$ cat src/rtl/moving_avg_pkg.sv
// Shared sizing and packing helpers for the moving-average filter.
package moving_avg_pkg;

  function automatic int sum_width(input int width, input int log2_depth);
    return width + log2_depth;
  endfunction

  // Half of the divisor, added before the final shift when rounding is enabled.
  function automatic int round_const(input int round, input int log2_depth);
    return (round != 0 && log2_depth > 0) ? (1 << (log2_depth - 1)) : 0;
  endfunction

  function automatic int chan_lsb(input int ch, input int width);
    return ch * width;
  endfunction

endpackage

$ cat src/rtl/moving_avg_channel.sv
// One channel of the boxcar filter: sample window storage, S1/S2 registers and running sum.
// Pointer, fill state and valid pipeline come from the top so all channels stay in lock-step.
module moving_avg_channel
  import moving_avg_pkg::*;
#(
  parameter int WIDTH      = 8,
  parameter int LOG2_DEPTH = 5,
  parameter int ROUND      = 0
) (
  input  logic                  clk,
  input  logic                  flush,
  input  logic                  bypass,
  input  logic [WIDTH-1:0]      in,
  input  logic                  accept,
  input  logic [LOG2_DEPTH-1:0] wptr,
  input  logic                  fill_full,
  input  logic                  s2_valid,
  output logic [WIDTH-1:0]      out
);

  localparam int DEPTH = 2 ** LOG2_DEPTH;
  localparam int SW    = sum_width(WIDTH, LOG2_DEPTH);
  localparam logic [SW-1:0] RND = SW'(round_const(ROUND, LOG2_DEPTH));

  logic [WIDTH-1:0] mem [DEPTH];
  logic [WIDTH-1:0] new_r;
  logic [WIDTH-1:0] old_r;
  logic [SW-1:0]    sum;
  logic [SW-1:0]    sum_next;
  logic [WIDTH-1:0] avg;

  // Storage is deliberately left unreset; stale entries are masked by fill_full below.
  always_ff @(posedge clk) begin
    if (accept) mem[wptr] <= in;
  end

  always_ff @(posedge clk) begin
    if (flush) begin
      new_r <= '0;
      old_r <= '0;
    end else if (accept) begin
      new_r <= in;
      old_r <= fill_full ? mem[wptr] : '0;
    end
  end

  assign sum_next = sum + SW'(new_r) - SW'(old_r);
  assign avg      = WIDTH'((sum_next + RND) >> LOG2_DEPTH);

  always_ff @(posedge clk) begin
    if (flush) begin
      sum <= '0;
      out <= '0;
    end else if (s2_valid) begin
      sum <= sum_next;
      out <= bypass ? new_r : avg;
    end
  end

endmodule

$ cat src/rtl/moving_avg_filter.sv
// Multi-channel running-sum moving-average filter, 2-cycle in_valid -> out_valid latency.
// Owns the shared write pointer, fill counter, primed flag and valid pipeline.
module moving_avg_filter
  import moving_avg_pkg::*;
#(
  parameter int WIDTH      = 8,
  parameter int LOG2_DEPTH = 5,
  parameter int CHANNELS   = 1,
  parameter int ROUND      = 0
) (
  input  logic                      clk,
  input  logic                      reset,
  input  logic                      clear,
  input  logic                      bypass,
  input  logic [CHANNELS*WIDTH-1:0] in,
  input  logic                      in_valid,
  output logic [CHANNELS*WIDTH-1:0] out,
  output logic                      out_valid,
  output logic                      primed
);

  if (LOG2_DEPTH < 1 || LOG2_DEPTH > 8) begin : g_bad_depth
    $error("moving_avg_filter: LOG2_DEPTH must be in 1..8");
  end

  logic                  flush;
  logic                  accept;
  logic                  fill_full;
  logic                  s1_valid;
  logic [LOG2_DEPTH-1:0] wptr;
  logic [LOG2_DEPTH:0]   fill;
  logic [LOG2_DEPTH:0]   fill_next;

  assign flush     = reset | clear;
  assign accept    = in_valid & ~flush;
  // DEPTH is a power of two, so the top fill bit alone means "window full".
  assign fill_full = fill[LOG2_DEPTH];
  assign fill_next = fill_full ? fill : fill + (LOG2_DEPTH + 1)'(1);

  always_ff @(posedge clk) begin
    if (flush) begin
      wptr      <= '0;
      fill      <= '0;
      primed    <= 1'b0;
      s1_valid  <= 1'b0;
      out_valid <= 1'b0;
    end else begin
      s1_valid  <= accept;
      out_valid <= s1_valid;
      if (accept) begin
        wptr   <= wptr + LOG2_DEPTH'(1);
        fill   <= fill_next;
        primed <= fill_next[LOG2_DEPTH];
      end
    end
  end

  for (genvar g = 0; g < CHANNELS; g++) begin : g_ch
    moving_avg_channel #(
      .WIDTH      (WIDTH),
      .LOG2_DEPTH (LOG2_DEPTH),
      .ROUND      (ROUND)
    ) u_ch (
      .clk       (clk),
      .flush     (flush),
      .bypass    (bypass),
      .in        (in[chan_lsb(g, WIDTH) +: WIDTH]),
      .accept    (accept),
      .wptr      (wptr),
      .fill_full (fill_full),
      .s2_valid  (s1_valid),
      .out       (out[chan_lsb(g, WIDTH) +: WIDTH])
    );
  end

endmodule

$ cat config.mk
export PLATFORM = sky130hd
export DESIGN_NAME = moving_avg_filter
export DESIGN_NICKNAME = d
export VERILOG_FILES = /design/src/rtl/moving_avg_pkg.sv /design/src/rtl/moving_avg_channel.sv /design/src/rtl/moving_avg_filter.sv
export SDC_FILE = /design/constraint.sdc
export NUM_CORES = 1
export LEC_CHECK = 0
export CORE_MARGIN = 4
export CORE_UTILIZATION = 55
export DETAILED_ROUTE_END_ITERATION = 12
export PLACE_DENSITY_LB_ADDON = 0.15
export SLEW_MARGIN = 5
export SYNTH_ARGS = -nofsm -noshare
export SYNTH_HDL_FRONTEND = slang
export SYNTH_SLANG_ARGS = --single-unit
$ cat constraint.sdc
create_clock -name clk -period 8 [get_ports clk]
set_input_delay 1.6 -clock clk [delete_from_list [all_inputs] [get_ports clk]]
set_output_delay 1.6 -clock clk [all_outputs]
set_load 0.005 [all_outputs]
==> results of run 1 <==
worst min-delay path by stage:
stage	cells past startpoint	end	start	slack, ns
CTS	1	g_ch[0].u_ch.out[7]	g_ch[0].u_ch.out[7]	0.49
global placement	2	fill[3]	fill[3]	0.46
global route	1	g_ch[0].u_ch.out[7]	g_ch[0].u_ch.out[7]	0.51
finish	1	g_ch[0].u_ch.out[7]	g_ch[0].u_ch.out[7]	0.49
detailed placement	1	g_ch[0].u_ch.out[7]	g_ch[0].u_ch.out[7]	0.47
floorplan	2	fill[3]	fill[3]	0.45
per-stage QoR:
step                      instance area [um2]  std cells  power, mW
after floorplan                         12900        737       1.92
after global placement                  13200       1042       1.98
after detailed placement                13200       1042       1.98
after CTS                               14300       1100       3.50
after global routing                    14300       1100       3.58
final                                   14300       1100       3.47
final cells by class:
cell class | instances | area share [%]
Timing Repair Buffer | 27 | 1.52
Multi-Input combinational cell | 351 | 25.8
Clock inverter | 23 | 2.09
Tap cell | 313 | 2.73
Sequential cell | 311 | 61.3
Clock buffer | 35 | 5.52
Inverter | 40 | 1.05
report_power, final:
group          switching, mW  internal (mW)
Sequential           0.00435           1.76
Combinational          0.110         0.0716
Clock                  0.614          0.912
sequential cells by signal, indices dropped and copies added, names as in the netlist, named ones only:
register	cells
g_ch.u_ch.old_r	8
s1_valid	1
wptr	5
fill	6
g_ch.u_ch.new_r	8
out_valid	1
g_ch.u_ch.mem	256
g_ch.u_ch.out	8
g_ch.u_ch.sum	13
layer usage:
layer,track usage [%],share of wire (%)
met1,31.6,43
met2,34.8,48
met3,3.37,6.8
met4,5.16,2.0
met5,0,0
cells in the final DEF, fill, tap and decap left out, drive strengths merged, types with 2 or more instances in the layout:
cell type,n
edfxtp,256
nor2,79
mux4,72
dfxtp,55
inv,43
mux2i,39
clkbuf,35
ha,18
nand2,16
clkdlybuf4s50,14
buf,13
a21oi,11
xnor2,11
clkinv,11
nand2b,10
a22oi,8
a32oi,8
fa,8
nand3b,6
bufinv,6
o21ai,6
a211oi,5
xor2,5
nand3,4
nand4,4
or2,4
nor3,3
or3,3
o31ai,3
and3,3
a31oi,3
clkinvlp,3
or3b,2
nor3b,2
a21o,2
nor2b,2
o21bai,2
o211a,2
kinds of logic (layout without fill, tap and decap cells):
logic type	Yosys count	in the layout	synth area share [%]
DFF	311	311	68.1
and+or+nand+nor	141	141	5.08
muxes	112	112	16.3
xor gates and xnor gates	17	17	1.26
buffers and inverters	75	125	3.29
adders and majority gates	26	26	2.99
AOI/OAI and AO/OA	55	55	2.99
==> run summary, run 1 <==
outcome - finished clean
HP Class - reg2reg
crit-path max cell delay - 1.01 ns
final count of pins violating max slew - 0
Worst setup endpoint - g_ch[0].u_ch.mem[15][0]
Tmin final - 4.37 ns
Reg clk slew, reported paths - 0.06 ns
pre-CTS setup slack - 3.07 ns
RSZ-0062 raised after global routing - no
antenna cells - 0
Post-route DRC - 0
register area share after synthesis - 68.1%
final worst slack - 3.63 ns
DRT iter0 DRCs - 576
required time of the critical path - 8.18 ns
first-pass GRT wire length - 41,900 um
Overall Global Routing Usage - 21.6%
Final Hold Fails - 0
via count - 6,632
Setup CP Type - in2reg
post-synthesis cell count - 737
Fillers - 1,589
IO Pins - 23
final clock skew - 0.0122 ns
Post-synth EDFFs - 256
cell area power density - 242 nW/um2
prevailing post-synth register cell - edfxtp_1
delay-heaviest family, CP - simple AND/OR/NAND/NOR gates
Setup-failing EPs final - 0
Seq cells post-synth - 311
vias in the first global route - 6,785
# Max-Cap Violations - 0
ranking of synthesized cells by area - edfxtp_1, mux4_2, dfxtp_1
post-DR vias/cell - 6.03
Resized cells post-CTS - 0
clk_lat worst skew - 0.56 ns
WP depth - 5
Unique masters post-synth - 57
Placeable Area - 22,800 um2
# Post-CTS Setup Buffers - 0
CTS buffer count - 31
hold slack - 0.485 ns
cell count of the worst reg-to-reg path - 6
Rel. slew slack - 25.1%
clock root cell - clkbuf_16
Starting Density - 56.5%
flop-to-flop setup slack - 4.96 ns
hold_buf cts - 0
count leader, synth - edfxtp_1
CP bufs+invs - 2
arrival time worst endpoint - 4.55 ns
Syn-to-layout area delta - 11.1%
area of the multi-input gates - 3690 um2
IR drop worst, VDD - 179 uV
Die Width - 161 um
final layout net count - 801
Cell Chain, Critical Path - clkdlybuf4s50_1 -> inv_2 -> nor2_1 -> nand3_1 -> nor3b_1
period utilization - 54.6%
Syn Nets - 776
Post-Syn Area - 12,900 um2
Overflow after GRT - 0
GP Congestion - 0.868
Site Rows - 55
slowest cell on the critical path - clkdlybuf4s50_1
H-tree levels - 1
Ys Warns - 0
largest net degree at the start of global routing - 65
Final TNS setup - 0 ns
DRT Wirelength - 27,600 um
peak fanout along the critical path - 15
initial antenna violation count - 0
worst-margin pin slew - 1.12 ns
CTS max path bufs - 3
fmax - 229 MHz
Pleak - 4.64 nW
synth cell count leaders - edfxtp_1, nor2_1, dfxtp_1
CP Launch Type - input port
CP startpoint - in_valid
CP Capture Type - flop
post-synth top area cell - edfxtp_1
Post-DP HPWL - 17,100 um
Layout Utilization - 62.7%
Crit Reg-Reg Endpoint - g_ch[0].u_ch.old_r[0]
Async S/R FF share, synth - 0%
port bufs - 22
CTS Sinks - 311
Routed WL per cell - 25.1 um
Pre-Repair DR Iteration Count - 5
Antenna Nets Post-Route - 0
layout cells sized above 1 - 15.5%
Die H - 161 um
die area - 26,000 um2
post-synth top area share - 59.6%
synthesized area per cell - 17.5 um2
CTS tree - done
Reg area - 8790 um2
(Power assumes the default switching activity.)
==> run 2: changes to the inputs <==
==> constraint.sdc (replaced) <==
create_clock -name clk -period 3.8 [get_ports clk]
set_input_delay 0.76 -clock clk [delete_from_list [all_inputs] [get_ports clk]]
set_output_delay 0.76 -clock clk [all_outputs]
set_load 0.005 [all_outputs]
==> run 2 against run 1 <==
Against the previous run: clock skew decreased by 0.0030 ns; cell count rose by 3.2%; combinational power is 100% higher; hold slack gained 0.00074 ns; core utilization increased by 0.87 points; via count fell by 1.5%; register-to-register slack got worse by 4.2 ns; design area grew 1.4%.
==> run summary, run 2 (synthesized netlist as in run 1, its figures left out) <==
final layout net count - 836 (+4.4%)
peak fanout along the critical path - 3 (-12)
Overall Global Routing Usage - 19.7% (-1.9 points)
Setup-failing EPs final - 0 (unchanged)
final std cells w/o fill - 1,135 (+3.2%)
CTS tree - done
Die Width - 161 um (unchanged)
# Post-CTS Setup Buffers - 0 (unchanged)
Final Hold Fails - 0 (unchanged)
hold_buf cts - 0 (unchanged)
Pre-Repair DR Iteration Count - 5 (unchanged)
clock root cell - clkbuf_16
H-tree levels - 1 (unchanged)
DRT iter0 DRCs - 616 (+6.9%)
via count - 6,531 (-1.5%)
max reg flops - 256 (unchanged)
die area - 26,000 um2 (unchanged)
largest net degree at the start of global routing - 46 (-29%)
Post-route DRC - 0 (unchanged)
Rel. slew slack - 14.2% (-11 points)
outcome - finished clean
Final TNS setup - 0 ns (unchanged)
CP Launch Type - flop
HP Class - reg2reg
Tmin final - 3.05 ns
most frequent cells in the layout - edfxtp_1, nor2_1, dfxtp_1, mux4_2
cell area power density - 483 nW/um2 (+100%)
required time of the critical path - 4.31 ns (-3.87 ns)
vias in the first global route - 6,771 (-0.21%)
post-DR vias/cell - 5.75 (-4.6%)
final count of pins violating max slew - 0 (unchanged)
GP Congestion - 0.836 (-3.7%)
IO Pins - 23 (unchanged)
period utilization - 80.4%
Overflow after GRT - 0 (unchanged)
biggest regs - g_ch.u_ch.mem: 256 flops, g_ch.u_ch.sum: 13 flops
layout cells sized above 1 - 17.5% (+2.0 points)
CTS max path bufs - 3 (unchanged)
final clock skew - 0.00917 ns (-0.00302 ns)
clk_lat worst skew - 0.56 ns (about the same)
Top reg by flops - g_ch.u_ch.mem
CTS Sinks - 311 (unchanged)
RSZ-0062 raised after global routing - no
worst-margin pin slew - 1.28 ns (+0.161 ns)
CP Capture Type - flop
Starting Density - 56.5% (unchanged)
Die H - 161 um (unchanged)
Routed WL per cell - 22.0 um (-12%)
Setup CP Type - reg2reg
dpl cells - 1,077 (+3.4%)
Pleak - 4.79 nW (+3.2%)
Site Rows - 55 (unchanged)
Reg clk slew, reported paths - 0.06 ns (about the same)
Antenna Nets Post-Route - 0 (unchanged)
port bufs - 22 (unchanged)
initial antenna violation count - 0 (unchanged)
CTS buffer count - 31 (unchanged)
antenna cells - 0 (unchanged)
Resized cells post-CTS - 0 (unchanged)
Placeable Area - 22,800 um2 (unchanged)
Post-DP HPWL - 15,700 um (-8.1%)
DRT Wirelength - 25,000 um (-9.3%)
Fillers - 1,628 (+2.5%)
leading cell type in the layout, fill and taps excluded - edfxtp_1
Syn-to-layout area delta - 12.6%
# Max-Cap Violations - 0 (unchanged)
IR drop worst, VDD - 375 uV (+110%)
first-pass GRT wire length - 39,400 um (-5.8%)
arrival time worst endpoint - 3.56 ns (-0.99 ns)
fmax - 327 MHz
run 2: cell types whose count changed in the layout (fill, tap and decap cells not counted), sizes merged:
cell	before	now
buf	13	43
bufinv	6	3
clkbuf	35	34
clkdlybuf4s50	14	19
clkinv	11	18
clkinvlp	3	1
inv	43	42
run 2: critical path: stages, from the launching register on:
cell,delay (ns)
dfxtp_1,0.37
inv_1,0.06
ha_1,0.27
inv_1,0.04
ha_1,0.20
fa_1,0.46
a21oi_1,0.20
nand4b_1,0.20
a211oi_1,0.13
o31ai_1,0.41
xnor3_1,0.29
o211ai_1,0.21
o211a_1,0.17
run 2: final timing paths:
path	from	end	slack, ns	cells after the start
setup / recovery	g_ch[0].u_ch.new_r[0]	g_ch[0].u_ch.out[7]	0.75	12
hold / removal	g_ch[0].u_ch.out[3]	g_ch[0].u_ch.out[3]	0.49	2
setup reg to reg	g_ch[0].u_ch.new_r[0]	g_ch[0].u_ch.out[7]	0.75	12
hold reg to reg	g_ch[0].u_ch.out[3]	g_ch[0].u_ch.out[3]	0.49	2
run 2: metal layers:
metal  vias to the layer above  GRT usage (%)  part of all wire (%)
li1                       2985              -                     -
met3                        33           3.27                   5.1
met5                         -              0                     0
met1                      3345           28.8                    45
met2                       168           32.0                    48
met4                         0           4.38                   1.8
run 2: cell type report:
class	count	area, um2	share of cell area, %
clock buffers	34	787	5.42
repair buffers	62	518	3.56
clock inverters	24	201	1.39
inverters	40	150	1.03
well taps	313	392	2.69
flip-flops and latches	311	8790	60.5
multi-input cells	351	3690	25.4
run 2: stage by stage:
step | area, um2 | hold slack [ns] | setup WS (ns) | power [mW] | util (%)
floorplan | 12900 | 0.452 | 1.13 | 4.04 | -
global placement | 13600 | 0.464 | 0.790 | 4.15 | 59.3
detailed placement | 13600 | 0.482 | 0.739 | 4.17 | 59.3
CTS | 14500 | 0.491 | 0.726 | 7.09 | 63.7
global route | 14500 | 0.509 | 0.540 | 7.29 | 63.6
finish | 14500 | 0.486 | 0.746 | 7.02 | 63.6
run 2: power by group:
group | internal [mW] | switching, mW | total [mW]
Clock | 1.70 | 1.24 | 2.94
Sequential | 3.70 | 0.0206 | 3.72
Combinational | 0.157 | 0.212 | 0.368
Total | 5.55 | 1.47 | 7.02
